File: src/rtl/fetch_pkg.sv
// Shared types for the fetch sequencer: FSM encoding, next-PC source select.
// Latency: n/a (types and a pure combinational helper only).
// Backpressure: n/a.
package fetch_pkg;

    localparam int XLEN_DEF = 32;

    typedef enum logic [2:0] {
        RUN   = 3'd0,
        PAUSE = 3'd1,
        HALT  = 3'd2,
        FAULT = 3'd3
    } fetch_state_e;

    typedef enum logic [1:0] {
        SEQ  = 2'd0,
        BR   = 2'd1,
        JAL  = 2'd2,
        JALR = 2'd3
    } npc_src_e;

    // Fixed priority: jalr > jal > taken branch > fall-through.
    function automatic npc_src_e sel_npc_src(input logic is_jalr,
                                             input logic is_jal,
                                             input logic is_br);
        if (is_jalr)     return JALR;
        else if (is_jal) return JAL;
        else if (is_br)  return BR;
        else             return SEQ;
    endfunction

endpackage

File: src/rtl/step_sync.sv
// Step button conditioner: 2-FF synchroniser then rising-edge detect to a 1-clk pulse.
// Latency: pulse asserts 2-3 clk after the asynchronous edge.
// Backpressure: none; a pulse is produced once per rising edge regardless of consumer.
// Ports: clk, rstn (async active-low), async_in (raw button), rise_pulse (1-clk pulse).
module step_sync (
    input  logic clk,
    input  logic rstn,
    input  logic async_in,
    output logic rise_pulse
);

    logic meta_q;
    logic sync_q;
    logic sync_d_q;

    always_ff @(posedge clk or negedge rstn) begin
        if (!rstn) begin
            meta_q   <= 1'b0;
            sync_q   <= 1'b0;
            sync_d_q <= 1'b0;
        end else begin
            meta_q   <= async_in;
            sync_q   <= meta_q;
            sync_d_q <= sync_q;
        end
    end

    assign rise_pulse = sync_q & ~sync_d_q;

endmodule

File: src/rtl/pc_fetch_unit.sv
// PC register and fetch sequencer feeding the instruction ROM, with run/pause/step/halt control.
// Latency: pc commits on the clk edge where cpu_tick=1; rom_addr/pc_plus4 are combinational from pc.
// Backpressure: pause level holds the PC (wins over cpu_tick); HALT/FAULT absorb until reset.
// Ports: clk, rstn, cpu_tick, pause, step_btn, br_taken, jal, jalr, imm, rs1_val in;
//        pc, pc_plus4, rom_addr, state, halted, fault, instr_cnt out.
module pc_fetch_unit
    import fetch_pkg::*;
#(
    parameter int XLEN      = XLEN_DEF,
    parameter int ROM_AW    = 6,
    parameter int INSTR_NUM = 12,
    parameter int RESET_PC  = 0,
    parameter bit WRAP      = 1'b0
) (
    input  logic              clk,
    input  logic              rstn,
    input  logic              cpu_tick,
    input  logic              pause,
    input  logic              step_btn,
    input  logic              br_taken,
    input  logic              jal,
    input  logic              jalr,
    input  logic [XLEN-1:0]   imm,
    input  logic [XLEN-1:0]   rs1_val,
    output logic [XLEN-1:0]   pc,
    output logic [XLEN-1:0]   pc_plus4,
    output logic [ROM_AW-1:0] rom_addr,
    output logic [2:0]        state,
    output logic              halted,
    output logic              fault,
    output logic [31:0]       instr_cnt
);

    localparam logic [XLEN-1:0] RST_PC   = XLEN'(RESET_PC);
    localparam logic [XLEN-1:0] LAST_IDX = XLEN'(INSTR_NUM);
    localparam logic [XLEN-1:0] CLR_B0   = {{(XLEN-1){1'b1}}, 1'b0};

    fetch_state_e st_q, st_nxt;
    logic [XLEN-1:0] pc_q, pc_nxt;
    logic [31:0]     cnt_q, cnt_nxt;
    logic            fault_q, fault_nxt;
    logic            pend_q, pend_nxt;

    logic            step_pulse;
    npc_src_e        src;
    logic [XLEN-1:0] npc;
    logic            misaligned;
    logic            past_end;
    logic            commit_req;

    // Outcome of a commit attempt, applied only when the FSM decides to commit.
    fetch_state_e    c_st;
    logic [XLEN-1:0] c_pc;
    logic [31:0]     c_cnt;
    logic            c_fault;

    step_sync u_step_sync (
        .clk        (clk),
        .rstn       (rstn),
        .async_in   (step_btn),
        .rise_pulse (step_pulse)
    );

    assign pc        = pc_q;
    assign pc_plus4  = pc_q + XLEN'(4);
    assign rom_addr  = pc_q[ROM_AW+1:2];
    assign state     = st_q;
    assign halted    = (st_q == HALT);
    assign fault     = fault_q;
    assign instr_cnt = cnt_q;

    always_comb begin
        src = sel_npc_src(jalr, jal, br_taken);
        case (src)
            JALR:    npc = (rs1_val + imm) & CLR_B0;
            JAL, BR: npc = pc_q + imm;
            default: npc = pc_q + XLEN'(4);
        endcase
        misaligned = npc[1];
        past_end   = (npc >> 2) >= LAST_IDX;
    end

    // A misaligned target blocks the whole commit; an out-of-range target still retires
    // the current instruction but either parks the PC (HALT) or restarts the program.
    always_comb begin
        c_st    = st_q;
        c_pc    = pc_q;
        c_cnt   = cnt_q;
        c_fault = fault_q;
        if (misaligned) begin
            c_st    = FAULT;
            c_fault = 1'b1;
        end else if (past_end) begin
            c_cnt = cnt_q + 32'd1;
            if (WRAP) c_pc = RST_PC;
            else      c_st = HALT;
        end else begin
            c_pc  = npc;
            c_cnt = cnt_q + 32'd1;
        end
    end

    assign commit_req = cpu_tick &
                        (((st_q == RUN) & ~pause) | ((st_q == PAUSE) & pause & pend_q));

    always_comb begin
        st_nxt    = st_q;
        pc_nxt    = pc_q;
        cnt_nxt   = cnt_q;
        fault_nxt = fault_q;
        pend_nxt  = pend_q;
        case (st_q)
            RUN: begin
                pend_nxt = 1'b0;               // steps are meaningless while running
                if (pause) begin
                    st_nxt = PAUSE;
                end else if (commit_req) begin
                    st_nxt    = c_st;
                    pc_nxt    = c_pc;
                    cnt_nxt   = c_cnt;
                    fault_nxt = c_fault;
                end
            end
            PAUSE: begin
                if (!pause) begin
                    st_nxt   = RUN;
                    pend_nxt = 1'b0;
                end else if (commit_req) begin
                    st_nxt    = (c_st == RUN) ? PAUSE : c_st;
                    pc_nxt    = c_pc;
                    cnt_nxt   = c_cnt;
                    fault_nxt = c_fault;
                    // A fresh edge coincident with the consuming tick re-arms for the next tick.
                    pend_nxt  = step_pulse;
                end else if (step_pulse) begin
                    pend_nxt = 1'b1;
                end
            end
            default: begin
                pend_nxt = 1'b0;
            end
        endcase
    end

    always_ff @(posedge clk or negedge rstn) begin
        if (!rstn) begin
            st_q    <= RUN;
            pc_q    <= RST_PC;
            cnt_q   <= 32'd0;
            fault_q <= 1'b0;
            pend_q  <= 1'b0;
        end else begin
            st_q    <= st_nxt;
            pc_q    <= pc_nxt;
            cnt_q   <= cnt_nxt;
            fault_q <= fault_nxt;
            pend_q  <= pend_nxt;
        end
    end

endmodule
File: config.mk
export PLATFORM = sky130hd
export DESIGN_NAME = pc_fetch_unit
export DESIGN_NICKNAME = d
export VERILOG_FILES = /design/src/rtl/fetch_pkg.sv /design/src/rtl/step_sync.sv /design/src/rtl/pc_fetch_unit.sv
export SDC_FILE = /design/constraint.sdc
export NUM_CORES = 1
export LEC_CHECK = 0
export CORE_MARGIN = 3
export CORE_UTILIZATION = 45
export DETAILED_ROUTE_END_ITERATION = 7
export PLACE_DENSITY = 0.81
export SYNTH_ARGS = -nofsm -noshare
export SYNTH_HDL_FRONTEND = slang
export SYNTH_HIERARCHICAL = 1
export SYNTH_SLANG_ARGS = --single-unit
File: constraint.sdc
create_clock -name clk -period 5.5 [get_ports clk]
set_input_delay 0.55 -clock clk [delete_from_list [all_inputs] [get_ports clk]]
set_output_delay 0.55 -clock clk [all_outputs]
set_load 0.02 [all_outputs]
==> qor.csv <==
stage;metric;value;unit
cells_and_area;final_cells;1408;
routing;drt_pass1_iterations;5;
critical_path;crit_buf_inv;2;
cells_and_area;drive_gt1_share;5.07;%
routing;wl;28.6;mm
timing;worst_slew_pin_slew;887;ps
routing;drt-initial-drc-count;931;
logic_synthesis;ys_seq_area_share;22.0;%
routing;vias;8812;
logic_synthesis;synthArstFlopShare;100;%
cells_and_area;fin_area;10300;um2
logic_synthesis;synth_top_family_by_area;simple AND/OR/NAND/NOR gates;
global_routing;globalRouteMet1Util;40.2;%
timing;period_share;85.1;%
routing;vias_per_cell;6.26;
cells_and_area;synthToLayoutAreaGrowth;27.5;%
critical_path;start_kind;primary input;
routing;drc_errors;0;
cells_and_area;final_nets;1316;
timing;slew_headroom;40.9;%
die;start_util;46.3;%
timing;tns;0;ps
power_and_ir_drop;p_total;1.86;mW
die;core-area;17500;um2
timing;final.setup_skew;5.71;ps
critical_path;cp-startpoint;imm[0];
logic_synthesis;yosysTopAreaCell;dfrtp_1;
clock_network;clock_path_buffers;2;
clock_network;cts_root_buffer;clkbuf_16;
timing;finalSetupViolCount;0;
critical_path;r2r_slack;1040;ps
logic_synthesis;synth_xor_area_share;10.4;%
clock_network;cts_buffers;9;
power_and_ir_drop;powerDensity;180;nW/um2
global_routing;grt_first_pass_wirelength;45.0;mm
die;die_h;140;um
clock_network;cts_resized;0;
power_and_ir_drop;p_sw;0.593;mW
placement;portBuffers;176;
critical_path;worstReg2RegStart;pc[16];
clock_network;clk_latency;320;ps
global_routing;met3_usage;4.78;%
die;die_area;19600;um2
global_routing;gr-total-overflow;0;
critical_path;worst-path-stages;15;
logic_synthesis;ys_types;84;
power_and_ir_drop;p_int;1.26;mW
critical_path;rr_worst_depth;13;
global_routing;track_usage;28.1;%
logic_synthesis;yosysMostFrequentCell;nand2_1;
global_routing;busiest_layer;met2;
placement;placed_area;9970;um2
logic_synthesis;synthMuxAreaShare;2.12;%
clock_network;postCtsHoldBufs;0;
logic_synthesis;synth_flop_cell;dfrtp_1;
logic_synthesis;synth_area_leaders;dfrtp_1 (22%), ha_1 (10%), xnor2_1 (6.9%);
global_routing;grt_max_degree;72;
die;pin_count;179;
critical_path;r2r-end;pc[4];
power_and_ir_drop;p_comb_share;33.9;%
logic_synthesis;synth_top_area_share;22.0;%
logic_synthesis;synth-edff-count;0;
global_routing;antenna_found_initial;0;
critical_path;cp-endpoint;pc[4];
timing;min_period;4680;ps
clock_network;clk_pin_slew;50;ps
logic_synthesis;synth_area;8090;um2
clock_network;postCtsSetupRepairBufs;0;
clock_network;cts_num_sinks;71;
critical_path;arrival;4920;ps
critical_path;cp_top_family;compound AO/OA/AOI/OAI gates;
logic_synthesis;ys_warn_count;6;
outcome;status;finished clean;
critical_path;critPathKind;primary input to register;
power_and_ir_drop;switching_share;32.0;%
placement;place.gp.congestion;1.02;
job;maxCapViolCount;0;
worst_hold_path;min_path_type;register to register;
timing;rsz0062_at_grt;no;
cells_and_area;regArea;1780;um2
power_and_ir_drop;vdd_drop_max;0.183;mV
power_and_ir_drop;p_clk_share;35.3;%
critical_path;critPathMaxStageDelay;470;ps
placement;hpwl;22.5;mm
critical_path;slowest_stage;a31oi_1;
logic_synthesis;synth.ff_latch_count;71;
logic_synthesis;synth-adder-area-share;10.3;%
timing;hold_viol_final;0;
power_and_ir_drop;cellLeakagePower;4.24;nW
logic_synthesis;avgSynthCellArea;7.82;um2
clock_network;cts_tree;yes;
logic_synthesis;ys_top_cells_by_count;nand2_1 (105), a21oi_1 (85), dfrtp_1 (71), o21ai_0 (68);
critical_path;cp_max_fo;7;
power_and_ir_drop;seqPwrFrac;30.7;%
die;num_rows;48;
logic_synthesis;synthSimpleGateAreaFrac;25.9;%
cells_and_area;nFillCells;1550;
critical_path;endpoint_kind;register;
die;die_w;140;um
routing;drtAntennaViolNets;0;
timing;whs;347;ps
cells_and_area;multiInputGateArea;5970;um2
logic_synthesis;synth_cells;1035;
global_routing;grtUsageMet2;43.8;%
cells_and_area;n_antenna_cell;0;
logic_synthesis;synth_compound_area_share;24.9;%
timing;fmax;0.214;GHz
clock_network;cts_max_level;3;
timing;drv_slew;0;
routing;wl_per_cell;20.3;um
placement;dp.cells;1392;
critical_path;crit_chain;clkdlybuf4s50_1 -> and2_1 -> fa_1 -> a211oi_1 -> o21ai_0 -> a31oi_1 -> o21bai_1 -> xnor2_1 -> nand3_1 -> o41a_1 -> a2111oi_2 -> nand2_1 -> nor3_4 -> buf_4 -> mux2i_1;
critical_path;cp.required;5740;ps
global_routing;grt_pass1_vias;8209;
-- metal layers --
layer  routed length, um  part of all wire, %  up-vias
li1                    -                    -     4158
met1               12500                   44     4146
met2               12900                   45      458
met3                2530                  8.9       50
met4                 713                  2.5        0
met5                   0                    0        -
-- placed cells by master, fill, tap and decap left out, types with 8 or more instances in the layout --
cell             instances
clkdlybuf4s50_1        175
nand2_1                105
a21oi_1                 85
dfrtp_1                 71
o21ai_0                 68
nor2_1                  65
ha_1                    65
xnor2_1                 64
nand3_1                 44
nand4_1                 39
xor2_1                  32
nor2b_1                 28
nor3_1                  27
inv_1                   19
and3_1                  17
a21o_1                  17
nor4_1                  15
buf_4                   15
a211oi_1                14
o21a_1                  14
or3_1                   11
clkbuf_16                9
and2_1                   8
and4_1                   8
nand2b_1                 8
o31ai_1                  8
o21bai_1                 8
a31oi_1                  8
-- worst min-delay path by stage --
stage,cells past startpoint,slack (ps),to,from
floorplan,0,250,fault,rstn
finish,0,350,u_step_sync/sync_q,u_step_sync/meta_q
detailed placement,0,340,u_step_sync/sync_q,u_step_sync/meta_q
global placement,0,330,u_step_sync/sync_q,u_step_sync/meta_q
CTS,0,350,u_step_sync/sync_q,u_step_sync/meta_q
global route,0,370,u_step_sync/sync_q,u_step_sync/meta_q
-- stage by stage --
stage / util, % / setup WS, ps
2_1_floorplan: - / 1580
3_5_place_dp: 57.1 / 579
4_1_cts: 59.0 / 887
6_report: 59.0 / 819
5_1_grt: 59.0 / 630
3_3_place_gp: 57.1 / 638
-- final cells by class --
cell class / count / share of cell area (%)
well taps: 225 / 2.73
clock inverters: 6 / 1.04
inverters: 20 / 0.728
repair buffers: 191 / 18.1
clock buffers: 10 / 2.32
multi-input cells: 885 / 57.9
flip-flops and latches: 71 / 17.2
-- worst reg2reg max path: stages (launching register included) --
cell       delay, ps
dfrtp_1          500
ha_1             470
a21oi_1          440
o21a_1           200
o31ai_1          140
o2bb2ai_1        220
o2111a_1         280
a2111o_1         390
a2111o_1         360
a2111oi_2        290
nand2_1          240
nor3_4           430
buf_4            220
mux2i_1          200
-- registers in the layout (all words and copies together) (netlist names) --
register / flops
instr_cnt: 32
pc: 31
state: 3
fault: 1
pend_q: 1
u_step_sync/meta_q: 1
u_step_sync/sync_d_q: 1
u_step_sync/sync_q: 1
-- power by group through the flow --
stage               clock, mW  combinational (mW)  sequential [mW]
finish                  0.656               0.630            0.570
global route            0.693               0.676            0.575
CTS                     0.667               0.616            0.570
detailed placement          0               0.610            0.578
global placement            0               0.605            0.577
floorplan                   0               0.355            0.594
-- cell families after synthesis --
family | after synthesis
other | 1
buffers and inverters | 80
adder cells (fa/ha/maj) | 66
AO/OA/AOI/OAI | 304
flip-flops | 71
AND/OR/NAND/NOR | 401
multiplexers | 16
XOR/XNOR | 96
Note: power is estimated with default switching activity, not from simulation.
==> RTL change (same flow settings) <==
The parameter `WRAP` goes from 1'b0 to 1'b1.
--- a/src/rtl/pc_fetch_unit.sv
+++ b/src/rtl/pc_fetch_unit.sv
@@ -10,7 +10,7 @@
     parameter int ROM_AW    = 6,
     parameter int INSTR_NUM = 12,
     parameter int RESET_PC  = 0,
-    parameter bit WRAP      = 1'b0
+    parameter bit WRAP      = 1'b1
 ) (
     input  logic              clk,
     input  logic              rstn,
Function: changed (Yosys sat finds a counterexample within 4 cycles, from zero or initial values and one cycle with rstn low).
==> RTL change against the original RTL <==
  * Routed wire length fell by 10%
  * Synthesized area decreased by 8.1%
  * Clock power shrank 11%
  * Design area fell by 6.7%
  * Sequential cell count stayed put
  * Setup slack improved by 0.51 ns
  * Synthesized cell count shrank 9.6%
  * Total power grew 7.5%
  * Via count down 10%
  * Sequential share of layout area is 1.2 points higher
  * Critical endpoint is now pc[3]$_DFFE_PN0P_
  * Largest cell class unchanged
==> RTL change: results (changes against the original RTL) <==
GR Layer Usage met1 - 36.5% (was 40.2%)
Worst Clk Skew - 0.00318 ns (was 0.00571 ns)
Number of global-route vias before repair - 7609 (was 8209)
Post-DR vias/cell - 6.02 (was 6.26)
Cell variety after synth - 71 (was 84)
F_max - 0.240 GHz (was 0.214 GHz)
Antenna Cells - 0 (unchanged)
Xor/xnor share of the synthesized area - 12.5% (was 10.4%)
First-pass GRT wire length - 40000 µm (was 45000 µm)
Ratio of cells with drive above 1 in the final layout - 3.46% (was 5.07%)
Post-synthesis compound-gate area fraction - 22.8% (was 24.9%)
Worst reg2reg path depth - 11 (was 13)
Crit path DAT - 4.41 ns (was 4.92 ns)
CP max stage cell - clkdlybuf4s50_1 (was a31oi_1)
GR Util met3 - 5.10% (was 4.78%)
Sequential share of the synthesized area - 23.9% (was 22.0%)
Routed wire per std cell - 19.6 µm (was 20.3 µm)
Largest cells by area after synthesis - dfrtp_1 24%, ha_1 11%, xnor2_1 7.7% (was dfrtp_1 22%, ha_1 10%, xnor2_1 6.9%)
YS warnings - 6 (unchanged)
Syn Area/Cell - 7.94 µm² (was 7.82 µm²)
Outcome - complete, no violations (unchanged)
# port buffers - 176 (unchanged)
Detailed-placement wirelength estimate - 20600 µm (was 22500 µm)
Leak Pwr - 4.21 nW (was 4.24 nW)
Largest net degree at the start of global routing - 72 (unchanged)
Worst hold slack - 0.351 ns (was 0.347 ns)
M2 GR Usage - 45.4% (was 43.8%)
Critical Path End - pc[3]$_DFFE_PN0P_ (was pc[4]$_DFFE_PN0P_)
Peak supply drop - 0.204 mV (was 0.183 mV)
DP Area - 0.00932 mm² (was 0.00997 mm²)
Pre-CTS setup slack - 1.00 ns (was 0.579 ns)
Commonest cells in the netlist - 93 x nand2_1, 80 x nor2_1, 71 x dfrtp_1 (was 105 x nand2_1, 85 x a21oi_1, 71 x dfrtp_1)
Synthesized-area fraction occupied by adder cells - 11.2% (was 10.3%)
GPL Wtd Cong - 1.02 (about the same)
Nets@finish - 1231 (was 1316)
Worst-path clk slew - 0.06 ns
Initial antenna violation count - 0 (unchanged)
Tightest Pin Transition - 0.965 ns (was 0.887 ns)
Final Non-Filler Cells - 1314 (was 1408)
CP max FO - 5 (was 7)
Multiplexer share of the synthesized area - 0.960% (was 2.12%)
GRT Overall Usage - 27.6% (was 28.1%)
DRT iter0 DRCs - 556 (was 931)
Reg-to-Reg Start - pc[9]$_DFFE_PN0P_ (was pc[16]$_DFFE_PN0P_)
R2R setup slack - 1.47 ns (was 1.04 ns)
-- RTL change: changes by cell type after synthesis, moves of 10 or more --
cell	change
nor2b_1	-22
nand4_1	-17
o21ai_0	-12
clkbuf_1	-12
buf_2	-10
a21oi_1	-17
and2_1	+27
nand2_1	-12
inv_1	+10
nor2_1	+15
-- RTL change: power breakdown --
group          switching [mW]  internal (mW)
registers              0.0555          0.559
clock network           0.210          0.374
logic                   0.454          0.342
-- RTL change: layout make-up --
| cell class | instances | area, µm² |
|---|---|---|
| multi-input combinational | 803 | 5390 |
| clock inverter | 5 | 56.3 |
| timing repair buffer | 179 | 1780 |
| inverter | 29 | 109 |
| tap | 216 | 270 |
| sequential | 71 | 1780 |
| clock buffer | 11 | 253 |
| fill | 1500 | 6370 |
-- RTL change: per-layer routing --
layer | vias to the layer above | part of all wire (%)
met1 | 3747 | 43
met2 | 379 | 46
li1 | 3732 | -
met3 | 51 | 7.8
met4 | 0 | 3.1
met5 | - | 0
